==> src/rtl/clk_div_pkg.sv <==
// Shared constants for the programmable clock-divider bank: mode encodings
// and the width helper for the channel-select field.
package clk_div_pkg;

    localparam logic MODE_TOGGLE = 1'b0;
    localparam logic MODE_PULSE  = 1'b1;

    // A single-channel bank still needs a 1-bit select so the port exists.
    function automatic int cfg_ch_width(input int n_ch);
        return (n_ch > 1) ? $clog2(n_ch) : 1;
    endfunction

endpackage

==> src/rtl/clk_div_ch.sv <==
// One divider channel: free-running counter, active/shadow divide config,
// boundary-only apply of the shadow, and a registered divided clock or tick.
module clk_div_ch
    import clk_div_pkg::*;
#(
    parameter int WIDTH        = 25,
    parameter int DEFAULT_DIV  = 25000,
    parameter bit DEFAULT_MODE = MODE_TOGGLE
) (
    input  logic             clk,
    input  logic             rst,
    input  logic             en,
    input  logic             sync,
    input  logic             we,
    input  logic [WIDTH-1:0] wr_div,
    input  logic             wr_mode,
    output logic             out_clk,
    output logic             pend
);

    localparam logic [WIDTH-1:0] DEF_DIV  = WIDTH'(DEFAULT_DIV);
    localparam logic             DEF_MODE = DEFAULT_MODE;
    localparam logic [WIDTH-1:0] ONE      = WIDTH'(1);

    logic [WIDTH-1:0] cnt;
    logic [WIDTH-1:0] act_div;
    logic [WIDTH-1:0] sh_div;
    logic             act_mode;
    logic             sh_mode;
    logic             run;
    logic             terminal;
    logic             apply;
    logic             mode_change;

    // sync, a disabled channel and an idle (D=0) channel all collapse to "not
    // running"; each of those is also a safe point to take the shadow config.
    always_comb begin
        run         = en && !sync && (act_div != '0);
        terminal    = run && (cnt == (act_div - ONE));
        apply       = pend && (!run || terminal);
        mode_change = apply && (sh_mode != act_mode);
    end

    always_ff @(posedge clk or posedge rst) begin
        if (rst) begin
            act_div  <= DEF_DIV;
            act_mode <= DEF_MODE;
            sh_div   <= DEF_DIV;
            sh_mode  <= DEF_MODE;
            pend     <= 1'b0;
        end else begin
            if (apply) begin
                act_div  <= sh_div;
                act_mode <= sh_mode;
            end
            // A write landing on an apply edge survives as the next pending value.
            if (we) begin
                sh_div  <= wr_div;
                sh_mode <= wr_mode;
                pend    <= 1'b1;
            end else if (apply) begin
                pend <= 1'b0;
            end
        end
    end

    always_ff @(posedge clk or posedge rst) begin
        if (rst) begin
            cnt     <= '0;
            out_clk <= 1'b0;
        end else if (!run) begin
            cnt     <= '0;
            out_clk <= 1'b0;
        end else begin
            cnt <= terminal ? '0 : (cnt + ONE);
            if (mode_change)
                out_clk <= 1'b0;
            else if (act_mode == MODE_PULSE)
                out_clk <= terminal;
            else
                out_clk <= out_clk ^ terminal;
        end
    end

endmodule

==> src/rtl/clk_div_bank.sv <==
// Bank of N_CH independent programmable dividers sharing one system clock,
// with a single config port decoded into per-channel shadow writes.
module clk_div_bank
    import clk_div_pkg::*;
#(
    parameter int N_CH         = 4,
    parameter int WIDTH        = 25,
    parameter int DEFAULT_DIV  = 25000,
    parameter bit DEFAULT_MODE = MODE_TOGGLE
) (
    input  logic                          clk,
    input  logic                          rst,
    input  logic [N_CH-1:0]               en,
    input  logic                          sync,
    input  logic                          cfg_we,
    input  logic [cfg_ch_width(N_CH)-1:0] cfg_ch,
    input  logic [WIDTH-1:0]              cfg_div,
    input  logic                          cfg_mode,
    output logic [N_CH-1:0]               out_clk,
    output logic [N_CH-1:0]               pend
);

    logic [N_CH-1:0] ch_we;

    // Out-of-range channel numbers match no strobe, so such writes vanish.
    always_comb begin
        ch_we = '0;
        for (int i = 0; i < N_CH; i++) begin
            if (cfg_we && (int'(cfg_ch) == i))
                ch_we[i] = 1'b1;
        end
    end

    for (genvar g = 0; g < N_CH; g++) begin : g_ch
        clk_div_ch #(
            .WIDTH        (WIDTH),
            .DEFAULT_DIV  (DEFAULT_DIV),
            .DEFAULT_MODE (DEFAULT_MODE)
        ) u_ch (
            .clk     (clk),
            .rst     (rst),
            .en      (en[g]),
            .sync    (sync),
            .we      (ch_we[g]),
            .wr_div  (cfg_div),
            .wr_mode (cfg_mode),
            .out_clk (out_clk[g]),
            .pend    (pend[g])
        );
    end

endmodule

==> config.mk <==
export PLATFORM = sky130hd
export DESIGN_NAME = clk_div_bank
export DESIGN_NICKNAME = d
export VERILOG_FILES = /design/src/rtl/clk_div_pkg.sv /design/src/rtl/clk_div_ch.sv /design/src/rtl/clk_div_bank.sv
export SDC_FILE = /design/constraint.sdc
export NUM_CORES = 1
export LEC_CHECK = 0
export CAP_MARGIN = 20
export CORE_MARGIN = 3
export CORE_UTILIZATION = 50
export DETAILED_ROUTE_END_ITERATION = 10
export PLACE_DENSITY = 0.72
export SETUP_SLACK_MARGIN = 0.4
export SYNTH_ARGS = -nofsm -noshare
export SYNTH_HDL_FRONTEND = slang
export SYNTH_SLANG_ARGS = --single-unit
==> constraint.sdc <==
create_clock -name clk -period 12.81 [get_ports clk]
set_input_delay 1.281 -clock clk [delete_from_list [all_inputs] [get_ports clk]]
set_output_delay 1.281 -clock clk [all_outputs]
set_load 0.02 [all_outputs]
==> results.json, run 1 <==
{
  "synthArstFlopShare_pct": 100.0,
  "initial_utilization_pct": 51.36,
  "routed_wl_mm": 40.03,
  "ios": 44,
  "post_cts_buffers": 0,
  "yosys_warnings": 0,
  "synth_edf_count": 0,
  "hpwl_mm": 27.67,
  "postSynthCellCount": 1649,
  "area_growth_pct": 10.35,
  "grt_pass1_vias": 12466,
  "yosysSeqAreaShare_pct": 45.69,
  "reg2reg_depth": 10,
  "synth_ff_type": "dfrtp_1",
  "fill_cells": 2887,
  "multi_input_area_mm2": 0.008899,
  "final_antenna_net_count": 0,
  "post-route-cell-area_mm2": 0.01924,
  "dpl-instance-area_mm2": 0.01806,
  "regArea_mm2": 0.007968,
  "ctsHoldBuffers": 0,
  "wl_per_cell_um": 18.92,
  "fin_util_pct": 56.67,
  "die_area_mm2": 0.03715,
  "run_status": "finished clean",
  "fin_skew_ns": 0.01912,
  "yosys.cell_types.count": 86,
  "p_seq_share_pct": 46.5,
  "vdd_drop_max_mv": 0.1131,
  "die_height_um": 192.7,
  "worstSetupPathType": "reg -> reg",
  "swShare_pct": 31.89,
  "netlist_area_mm2": 0.01744,
  "ctsRootBufferMaster": "clkbuf_16",
  "drc_errors": 0,
  "p_leak_nw": 7.779,
  "die_w_um": 192.7,
  "htree_levels": 2,
  "cp-start-kind": "flip-flop",
  "holdPathEnd": "g_ch[2].u_ch.act_div[11]",
  "clk_latency_ns": 0.54,
  "clock-sinks": 316,
  "cp_max_fo": 27,
  "slew-limit-headroom_pct": 28.77,
  "grt_setup_unrepaired": "no",
  "port-buffer-count": 43,
  "cp-startpoint": "g_ch[0].u_ch.act_div[0]",
  "holdWs_ns": 0.4735,
  "final_cell_mix": "dfrtp_1 (268), xnor2_1 (119), mux2_2 (116)",
  "setup.worst_path.end_class": "flip-flop",
  "fin_crit_ns": 4.490,
  "finalNetCount": 1690,
  "slew_viol_final": 0,
  "grt_max_degree": 198,
  "clock_power_share_pct": 31.4,
  "drive_gt1_share_pct": 16.73,
  "core_area_mm2": 0.03395,
  "hold_viol_final": 0,
  "grt_overflow": 0,
  "grt_first_pass_wirelength_mm": 65.31,
  "drtIter0Drc": 824,
  "worstHoldStart": "g_ch[2].u_ch.sh_div[11]",
  "syn-num-nets": 1697,
  "drt-vias-per-instance": 5.889,
  "worst_setup_hold_path_clk_slew_ns": 0.06,
  "r2r_slack_ns": 8.32,
  "worst-slew-pin-transition_ns": 1.068,
  "antenna_cells": 0,
  "p_per_area_mw_per_mm2": 164.5,
  "r2r-start": "g_ch[0].u_ch.act_div[0]",
  "worstHoldPathCells": 1,
  "drtPass1Iterations": 5,
  "antenna_found_initial": 0,
  "p_switching_mw": 1.009,
  "timing.fmax_mhz": 222.7,
  "reg2reg_to": "g_ch[0].u_ch.act_div[20]",
  "clockBufferDepth": 3,
  "setup_viol": 0,
  "power_frac_comb_pct": 22.1,
  "num_vias": 12462,
  "fin_crit_sh_pct": 35.05,
  "hold_path_class": "reg -> reg",
  "track_usage_pct": 21.96,
  "cts_buffers": 34,
  "place_congestion": 0.8898,
  "synth_area_per_cell_um2": 10.57,
  "layout_commonest_cell": "dfrtp_1",
  "cp.required_ns": 13.22,
  "critPathArrivalTime_ns": 4.90,
  "ys_ff_latch": 316,
  "cts_tree": "done",
  "p_int_mw": 2.156,
  "timing.setup.tns_ns": 0,
  "ctsResizeCount": 0,
  "maxCapViolations": 0,
  "num_rows": 67
}
-- flip-flops by register name, summed over array words and instances, names as in the netlist --
name                count
g_ch.u_ch.act_div     100
g_ch.u_ch.cnt         100
g_ch.u_ch.sh_div      100
g_ch.u_ch.act_mode      4
g_ch.u_ch.out_clk       4
g_ch.u_ch.pend          4
g_ch.u_ch.sh_mode       4
-- layout make-up --
| cell class | instances | area share [%] |
|---|---|---|
| sequential | 316 | 41.41 |
| tap | 448 | 2.913 |
| timing repair buffer | 54 | 2.939 |
| inverter | 30 | 0.6243 |
| clock buffer | 48 | 4.955 |
| clock inverter | 14 | 0.9104 |
| multi-input combinational | 1206 | 46.25 |
-- synthesized netlist by cell type, types with 11 or more instances --
library cell | instances | share of area, %
and4_1 | 11 | 0.55
o211ai_1 | 58 | 2.5
nand2b_1 | 15 | 0.54
buf_4 | 12 | 0.52
dfstp_2 | 48 | 7.2
and3_1 | 36 | 1.3
inv_1 | 29 | 0.62
xnor2_1 | 119 | 6.0
a21oi_1 | 21 | 0.60
nor3_1 | 44 | 1.3
mux2_2 | 116 | 7.5
o21ai_0 | 18 | 0.52
or3_1 | 16 | 0.57
nand2_1 | 103 | 2.2
clkbuf_1 | 63 | 1.4
or4_1 | 19 | 0.82
buf_2 | 14 | 0.40
dfrtp_1 | 268 | 38
nor4_1 | 28 | 1.0
xor2_1 | 92 | 4.6
ha_1 | 12 | 0.86
nor2_1 | 115 | 2.5
mux2_1 | 52 | 3.4
nand4_1 | 36 | 1.3
mux2_4 | 19 | 1.6
and2_1 | 54 | 1.9
nand3_1 | 77 | 2.2
-- metrics by stage --
| stage | std cells | setup slack, ns | power (mW) |
|---|---|---|---|
| global placement | 2052 | 8.648 | 2.145 |
| floorplan | 1649 | 2.866 | 1.973 |
| finish | 2116 | 8.320 | 3.165 |
| detailed placement | 2052 | 8.452 | 2.175 |
| global route | 2116 | 8.031 | 3.340 |
| CTS | 2114 | 8.414 | 3.183 |
-- power groups by stage --
| stage | Sequential, mW | Clock (mW) | Combinational, mW |
|---|---|---|---|
| floorplan | 1.35 | 0 | 0.622 |
| global placement | 1.48 | 0 | 0.668 |
| detailed placement | 1.49 | 0 | 0.689 |
| CTS | 1.47 | 1.02 | 0.696 |
| global route | 1.50 | 1.06 | 0.774 |
| finish | 1.47 | 0.994 | 0.700 |
-- how the worst max path moves through the flow --
stage                                     endpoint  slack [ns]  cells after the start
after floorplan            g_ch[0].u_ch.act_div[0]        2.87                      1
after global placement    g_ch[0].u_ch.act_div[22]        8.65                     10
after detailed placement  g_ch[0].u_ch.act_div[20]        8.45                     10
after CTS                 g_ch[0].u_ch.act_div[20]        8.41                     10
after global routing      g_ch[0].u_ch.act_div[22]        8.03                     10
final                     g_ch[0].u_ch.act_div[20]        8.32                     10
-- logic make-up (layout without fill, tap and decap cells) --
kind of cell / after synthesis / in the layout / share of synthesized area [%]
AND/OR/NAND/NOR: 619 / 619 / 19.32
flip-flops: 316 / 316 / 45.69
XOR/XNOR: 212 / 212 / 10.73
multiplexers: 191 / 191 / 12.72
AO/OA/AOI/OAI: 172 / 172 / 7.355
buffers and inverters: 127 / 146 / 3.322
adder cells (fa/ha/maj): 12 / 12 / 0.8611
-- metal layers --
metal  vias to the layer above  part of all wire (%)  GRT usage, %
met3                        62                   5.1         3.742
met4                         0                   2.3         6.669
li1                       5854                     -             -
met5                         -                     0             0
met2                       304                    45         34.42
met1                      6242                    47         31.29
-- worst max-delay path, stage by stage, from the launching register on --
cell	delay [ns]
dfrtp_1	0.47
inv_1	0.13
ha_1	0.23
or3b_2	0.50
nor3_1	0.55
o21ai_0	0.25
a2111oi_2	0.46
nand4_1	0.21
o21a_4	0.33
nor2b_4	0.81
mux2_1	0.39
No activity file was read; power rests on OpenSTA's default activity.
==> run 2, diff against run 1 <==
--- a/config.mk
+++ b/config.mk
@@ -9,7 +9,7 @@
 export CORE_MARGIN = 3
 export CORE_UTILIZATION = 50
 export DETAILED_ROUTE_END_ITERATION = 10
-export PLACE_DENSITY = 0.72
+export PLACE_DENSITY = 0.74
 export SETUP_SLACK_MARGIN = 0.4
 export SYNTH_ARGS = -nofsm -noshare
 export SYNTH_HDL_FRONTEND = slang
==> constraint.sdc (replaced) <==
create_clock -name clk -period 4.05 [get_ports clk]
set_input_delay 0.405 -clock clk [delete_from_list [all_inputs] [get_ports clk]]
set_output_delay 0.405 -clock clk [all_outputs]
set_load 0.02 [all_outputs]
==> results.json, run 2 (synthesis gave the netlist of run 1 again) <==
{
  "run_status": "finished clean",
  "grt_max_degree": 112,
  "reg2reg_depth": 9,
  "htree_levels": 2,
  "die_height_um": 192.7,
  "clock-sinks": 316,
  "antenna_found_initial": 3,
  "final_antenna_net_count": 0,
  "ios": 44,
  "fin_skew_ns": 0.01468,
  "worst-slew-pin-transition_ns": 0.7578,
  "port-buffer-count": 43,
  "drtPass1Iterations": 6,
  "setup_viol": 0,
  "cp-start-kind": "flip-flop",
  "grt_overflow": 0,
  "final_cell_mix": "dfrtp_1 (268), xnor2_1 (119), mux2_2 (116)",
  "fin_crit_sh_pct": 88.18,
  "cp.required_ns": 4.43,
  "vdd_drop_max_mv": 0.3344,
  "routed_wl_mm": 41.30,
  "maxCapViolations": 0,
  "antenna_cells": 0,
  "die_w_um": 192.7,
  "layout_commonest_cell": "dfrtp_1",
  "slew-limit-headroom_pct": 49.17,
  "reg2reg_to": "g_ch[0].u_ch.act_div[19]",
  "r2r_slack_ns": 0.48,
  "initial_utilization_pct": 51.36,
  "path_cells": "or4_4 > or4_4 > or4_4 > a22oi_2 > nand4_1 > o21a_4 > nor2b_4 > buf_12 > mux2_1",
  "die_area_mm2": 0.03715,
  "p_seq_share_pct": 45.5,
  "slowest_stage": "or4_4",
  "power_mw": 10.23,
  "reg_top3": "g_ch.u_ch.act_div x100, g_ch.u_ch.cnt x100, g_ch.u_ch.sh_div x100",
  "grt_pass1_vias": 12870,
  "ctsRootBufferMaster": "clkbuf_16",
  "worst_setup_hold_path_clk_slew_ns": 0.06,
  "place_congestion": 0.9040,
  "r2r-start": "g_ch[0].u_ch.act_div[15]",
  "clock_power_share_pct": 31.9,
  "track_usage_pct": 22.54,
  "p_int_mw": 7.043,
  "cp_common_cell": "or4_4",
  "num_rows": 67,
  "cp_slowest_stage_delay_ns": 0.58,
  "p_per_area_mw_per_mm2": 523.6,
  "clockBufferDepth": 3,
  "path_buf_inv": 1,
  "drc_errors": 0,
  "dpl-instance-area_mm2": 0.01823,
  "setup.worst_path.end_class": "flip-flop",
  "clk_latency_ns": 0.52,
  "power_frac_comb_pct": 22.5,
  "slew_viol_final": 0,
  "hpwl_mm": 28.52,
  "hold_path_class": "in -> async",
  "finalNetCount": 1716,
  "cp_max_fo": 13,
  "post-route-cell-area_mm2": 0.01955,
  "num_vias": 12718,
  "fin_crit_ns": 3.571,
  "drt-vias-per-instance": 5.937,
  "ctsHoldBuffers": 0,
  "p_switching_mw": 3.191,
  "worstSetupPathType": "reg -> reg",
  "cts_tree": "done",
  "p_leak_nw": 7.940,
  "drive_gt1_share_pct": 18.06,
  "fin_ws_ns": 0.4787,
  "core_area_mm2": 0.03395,
  "grt_first_pass_wirelength_mm": 67.17,
  "cts_buffers": 34,
  "hold_viol_final": 0,
  "area_growth_pct": 12.10,
  "grt_setup_unrepaired": "no",
  "wl_per_cell_um": 19.28,
  "critPathArrivalTime_ns": 3.95,
  "drtIter0Drc": 755,
  "pre_cts_slack_ns": 0.2314,
  "timing.fmax_mhz": 280.0,
  "swShare_pct": 31.18,
  "crit_family": "simple AND/OR/NAND/NOR gates"
}
## run 2: changes by cell type in the layout (fill, tap and decap cells not counted), moves of 2 or more
cell	delta
buf_4	+23
clkbuf_1	+5
clkbuf_16	+4
buf_12	+3
clkbuf_8	-3
inv_6	-3
buf_16	-2
bufinv_16	+2
clkinvlp_4	-2
nor3b_1	-2
## run 2: per-layer routing
metal	track usage [%]	vias up	part of all wire, %
met4	7.341	6	2.7
met1	30.94	6443	46
met3	4.487	73	5.5
met2	35.95	285	46
met5	0	-	0.11
li1	-	5911	-
## run 2: worst register-to-register path: stages (launching register included)
cell	delay, ns
dfrtp_1	0.44
or4_4	0.59
or4_4	0.53
or4_4	0.56
a22oi_2	0.16
nand4_1	0.17
o21a_4	0.28
nor2b_4	0.19
buf_12	0.19
mux2_1	0.35
## run 2: cell type report
type,count,area [µm²]
multi-input cells,1207,8957
well taps,448,560.5
repair buffers,79,768.2
clock buffers,53,1006
flip-flops and latches,316,7968
fillers,2868,14410
inverters,30,116.4
clock inverters,9,170.2
## run 2: worst max-delay path by stage
stage	start	cells after the start	slack, ns	endpoint
after floorplan	rst	1	-0.53	g_ch[0].u_ch.act_div[0]
after global placement	g_ch[2].u_ch.act_div[0]	11	0.36	g_ch[2].u_ch.act_div[0]
after detailed placement	g_ch[2].u_ch.act_div[0]	11	0.23	g_ch[2].u_ch.act_div[9]
after CTS	g_ch[1].u_ch.act_div[0]	11	0.40	g_ch[1].u_ch.act_div[17]
after global routing	g_ch[0].u_ch.act_div[0]	11	0.36	g_ch[0].u_ch.act_div[19]
final	g_ch[0].u_ch.act_div[15]	9	0.48	g_ch[0].u_ch.act_div[19]
## run 2: power by group through the flow
stage | clock network (mW) | logic (mW) | registers (mW)
3_5_place_dp | 0 | 2.24 | 4.69
2_1_floorplan | 0 | 1.97 | 4.27
6_report | 3.27 | 2.30 | 4.66
4_1_cts | 3.33 | 2.27 | 4.64
3_3_place_gp | 0 | 2.17 | 4.66
5_1_grt | 3.46 | 2.55 | 4.76
## run 2: repair_timing
action | in CTS | in global routing
setup endpoints to repair | 54 | 156
buffers inserted | 1 | 6
resized for setup | 2 | 9
gates cloned | 1 | 1
pin swaps | 1 | 4
## run 2: through the flow
stage	instances	util, %	TNS [ns]	hold slack (ns)
after floorplan	1649	-	-141.15	0.4522
after global placement	2071	53.71	0	0.4588
after detailed placement	2071	53.71	0	0.4692
after CTS	2135	57.25	0	0.3921
after global routing	2142	57.57	0	0.4319
final	2142	57.57	0	0.3749
==> run 3, diff against run 2 <==
--- a/config.mk
+++ b/config.mk
@@ -5,11 +5,11 @@
 export SDC_FILE = /design/constraint.sdc
 export NUM_CORES = 1
 export LEC_CHECK = 0
-export CAP_MARGIN = 20
+export CAP_MARGIN = 0
 export CORE_MARGIN = 3
 export CORE_UTILIZATION = 50
 export DETAILED_ROUTE_END_ITERATION = 10
-export PLACE_DENSITY = 0.74
+export PLACE_DENSITY = 0.72
 export SETUP_SLACK_MARGIN = 0.4
 export SYNTH_ARGS = -nofsm -noshare
 export SYNTH_HDL_FRONTEND = slang
==> constraint.sdc (replaced) <==
create_clock -name clk -period 4.3 [get_ports clk]
set_input_delay 0.43 -clock clk [delete_from_list [all_inputs] [get_ports clk]]
set_output_delay 0.43 -clock clk [all_outputs]
set_load 0.02 [all_outputs]
==> results.json, run 3 (synthesis gave the netlist of run 1 again) <==
{
  "run_status": "finished clean",
  "hold_path_class": "in -> async",
  "place_congestion": 0.9135,
  "htree_levels": 2,
  "worst-slew-pin-transition_ns": 0.8360,
  "slew-limit-headroom_pct": 43.84,
  "die_height_um": 192.7,
  "worst_setup_hold_path_clk_slew_ns": 0.06,
  "drive_gt1_share_pct": 17.72,
  "die_w_um": 192.7,
  "dp_cells": 2065,
  "cts_buffers": 34,
  "wl_met3_mm": 2.033,
  "fin_crit_ns": 3.648,
  "grt_setup_unrepaired": "no",
  "maxCapViolations": 0,
  "stdcell_count": 2130,
  "reg2reg_depth": 12,
  "clk_latency_ns": 0.52,
  "final_cell_mix": "dfrtp_1 (268), xnor2_1 (119), mux2_2 (116)",
  "hold_viol_final": 0,
  "timing.setup.tns_ns": 0,
  "fill_cells": 2870,
  "r2r_slack_ns": 0.65,
  "hpwl_mm": 27.96,
  "fin_skew_ns": 0.01499,
  "reg_top3": "g_ch.u_ch.act_div x100, g_ch.u_ch.cnt x100, g_ch.u_ch.sh_div x100",
  "cp-startpoint": "g_ch[0].u_ch.act_div[0]",
  "clock-sinks": 316,
  "wl_per_cell_um": 18.94,
  "cts_tree": "done",
  "area_growth_pct": 11.37,
  "timing.critical_path.to": "g_ch[0].u_ch.act_div[20]",
  "met1Wirelength_mm": 18.90,
  "r2r-start": "g_ch[0].u_ch.act_div[0]",
  "p_per_area_mw_per_mm2": 493.0,
  "dr_wl_met2_mm": 18.28,
  "final_antenna_net_count": 0,
  "p_leak_nw": 7.886,
  "grt_pass1_vias": 12487,
  "vdd_drop_max_mv": 0.4242,
  "reg2reg_to": "g_ch[0].u_ch.act_div[20]",
  "setup.worst_path.end_class": "flip-flop",
  "timing.fmax_mhz": 274.1,
  "cp_max_fo": 27,
  "grt_max_degree": 116,
  "multi_input_area_mm2": 0.008911,
  "die_area_mm2": 0.03715,
  "layout_commonest_cell": "dfrtp_1",
  "ctsRootBufferMaster": "clkbuf_16",
  "antenna_found_initial": 3,
  "routed_wl_mm": 40.35,
  "finalNetCount": 1704,
  "initial_utilization_pct": 51.36,
  "clockBufferDepth": 3,
  "num_rows": 67,
  "drtPass1Iterations": 5,
  "worstSetupPathType": "reg -> reg",
  "drtIter0Drc": 818,
  "setup_viol": 0,
  "top_layer_used": "met5",
  "num_vias": 12506,
  "critPathArrivalTime_ns": 4.04,
  "grt_overflow": 0,
  "grt_first_pass_wirelength_mm": 65.61,
  "ctsHoldBuffers": 0,
  "antenna_cells": 0,
  "ios": 44,
  "regArea_mm2": 0.007968,
  "drc_errors": 0,
  "drt-vias-per-instance": 5.871,
  "cp-start-kind": "flip-flop",
  "core_area_mm2": 0.03395,
  "port-buffer-count": 43,
  "slew_viol_final": 0,
  "track_usage_pct": 22.01,
  "fin_crit_sh_pct": 84.83,
  "cp.required_ns": 4.69
}
## run 3: through the flow
stage / setup WS (ns) / hold slack [ns] / utilization [%] / power (mW) / area, µm²
finish: 0.6523 / 0.3912 / 57.20 / 9.573 / 19420
global route: 0.4017 / 0.4491 / 57.20 / 10.08 / 19420
CTS: 0.5344 / 0.4021 / 57.09 / 9.635 / 19380
detailed placement: 0.5404 / 0.4668 / 53.57 / 6.480 / 18190
global placement: 0.6851 / 0.4599 / 53.57 / 6.391 / 18190
floorplan: -0.3017 / 0.4522 / - / 5.879 / 17440
## run 3: timing repair
item,4_1_cts,5_1_grt
endpoints found under the hold margin,0,0
setup endpoints to repair,0,122
gates resized for setup,0,3
setup buffers,0,3
## run 3: critical path: stages, from the launching register on
cell	delay, ns
dfrtp_1	0.49
inv_1	0.12
ha_1	0.24
or3b_2	0.51
nor3_1	0.17
buf_4	0.18
o21ai_0	0.10
a2111oi_2	0.42
nand4_1	0.21
o21a_4	0.33
nor2b_4	0.15
buf_12	0.21
mux2_1	0.35
## run 3: report_power, final
part           leakage, nW  switching [mW]  internal [mW]
sequential            3.90           0.768           3.60
clock                0.583            1.21           1.90
combinational         3.41            1.01           1.09
total                 7.89            2.99           6.59
## run 3: worst min path at each step
stage,start,cells after the start,end
after CTS,rst,2,g_ch[2].u_ch.cnt[5]
after floorplan,g_ch[1].u_ch.sh_div[20],1,g_ch[1].u_ch.act_div[20]
after global placement,g_ch[2].u_ch.sh_div[15],1,g_ch[2].u_ch.act_div[15]
after detailed placement,g_ch[1].u_ch.sh_div[16],1,g_ch[1].u_ch.act_div[16]
final,rst,2,g_ch[2].u_ch.cnt[4]
after global routing,rst,2,g_ch[2].u_ch.pend
## run 3: routing by layer
| layer | up-vias | global-route usage (%) |
|---|---|---|
| met5 | - | 0 |
| met4 | 4 | 6.556 |
| met3 | 75 | 3.197 |
| met2 | 317 | 35.06 |
| met1 | 6220 | 31.27 |
| li1 | 5890 | - |
## run 3: layout make-up
| class | count | area share (%) |
|---|---|---|
| Multi-Input combinational cell | 1206 | 45.89 |
| Inverter | 30 | 0.5992 |
| Tap cell | 448 | 2.887 |
| Clock buffer | 48 | 5.238 |
| Clock inverter | 14 | 0.9149 |
| Timing Repair Buffer | 68 | 3.441 |
| Sequential cell | 316 | 41.03 |
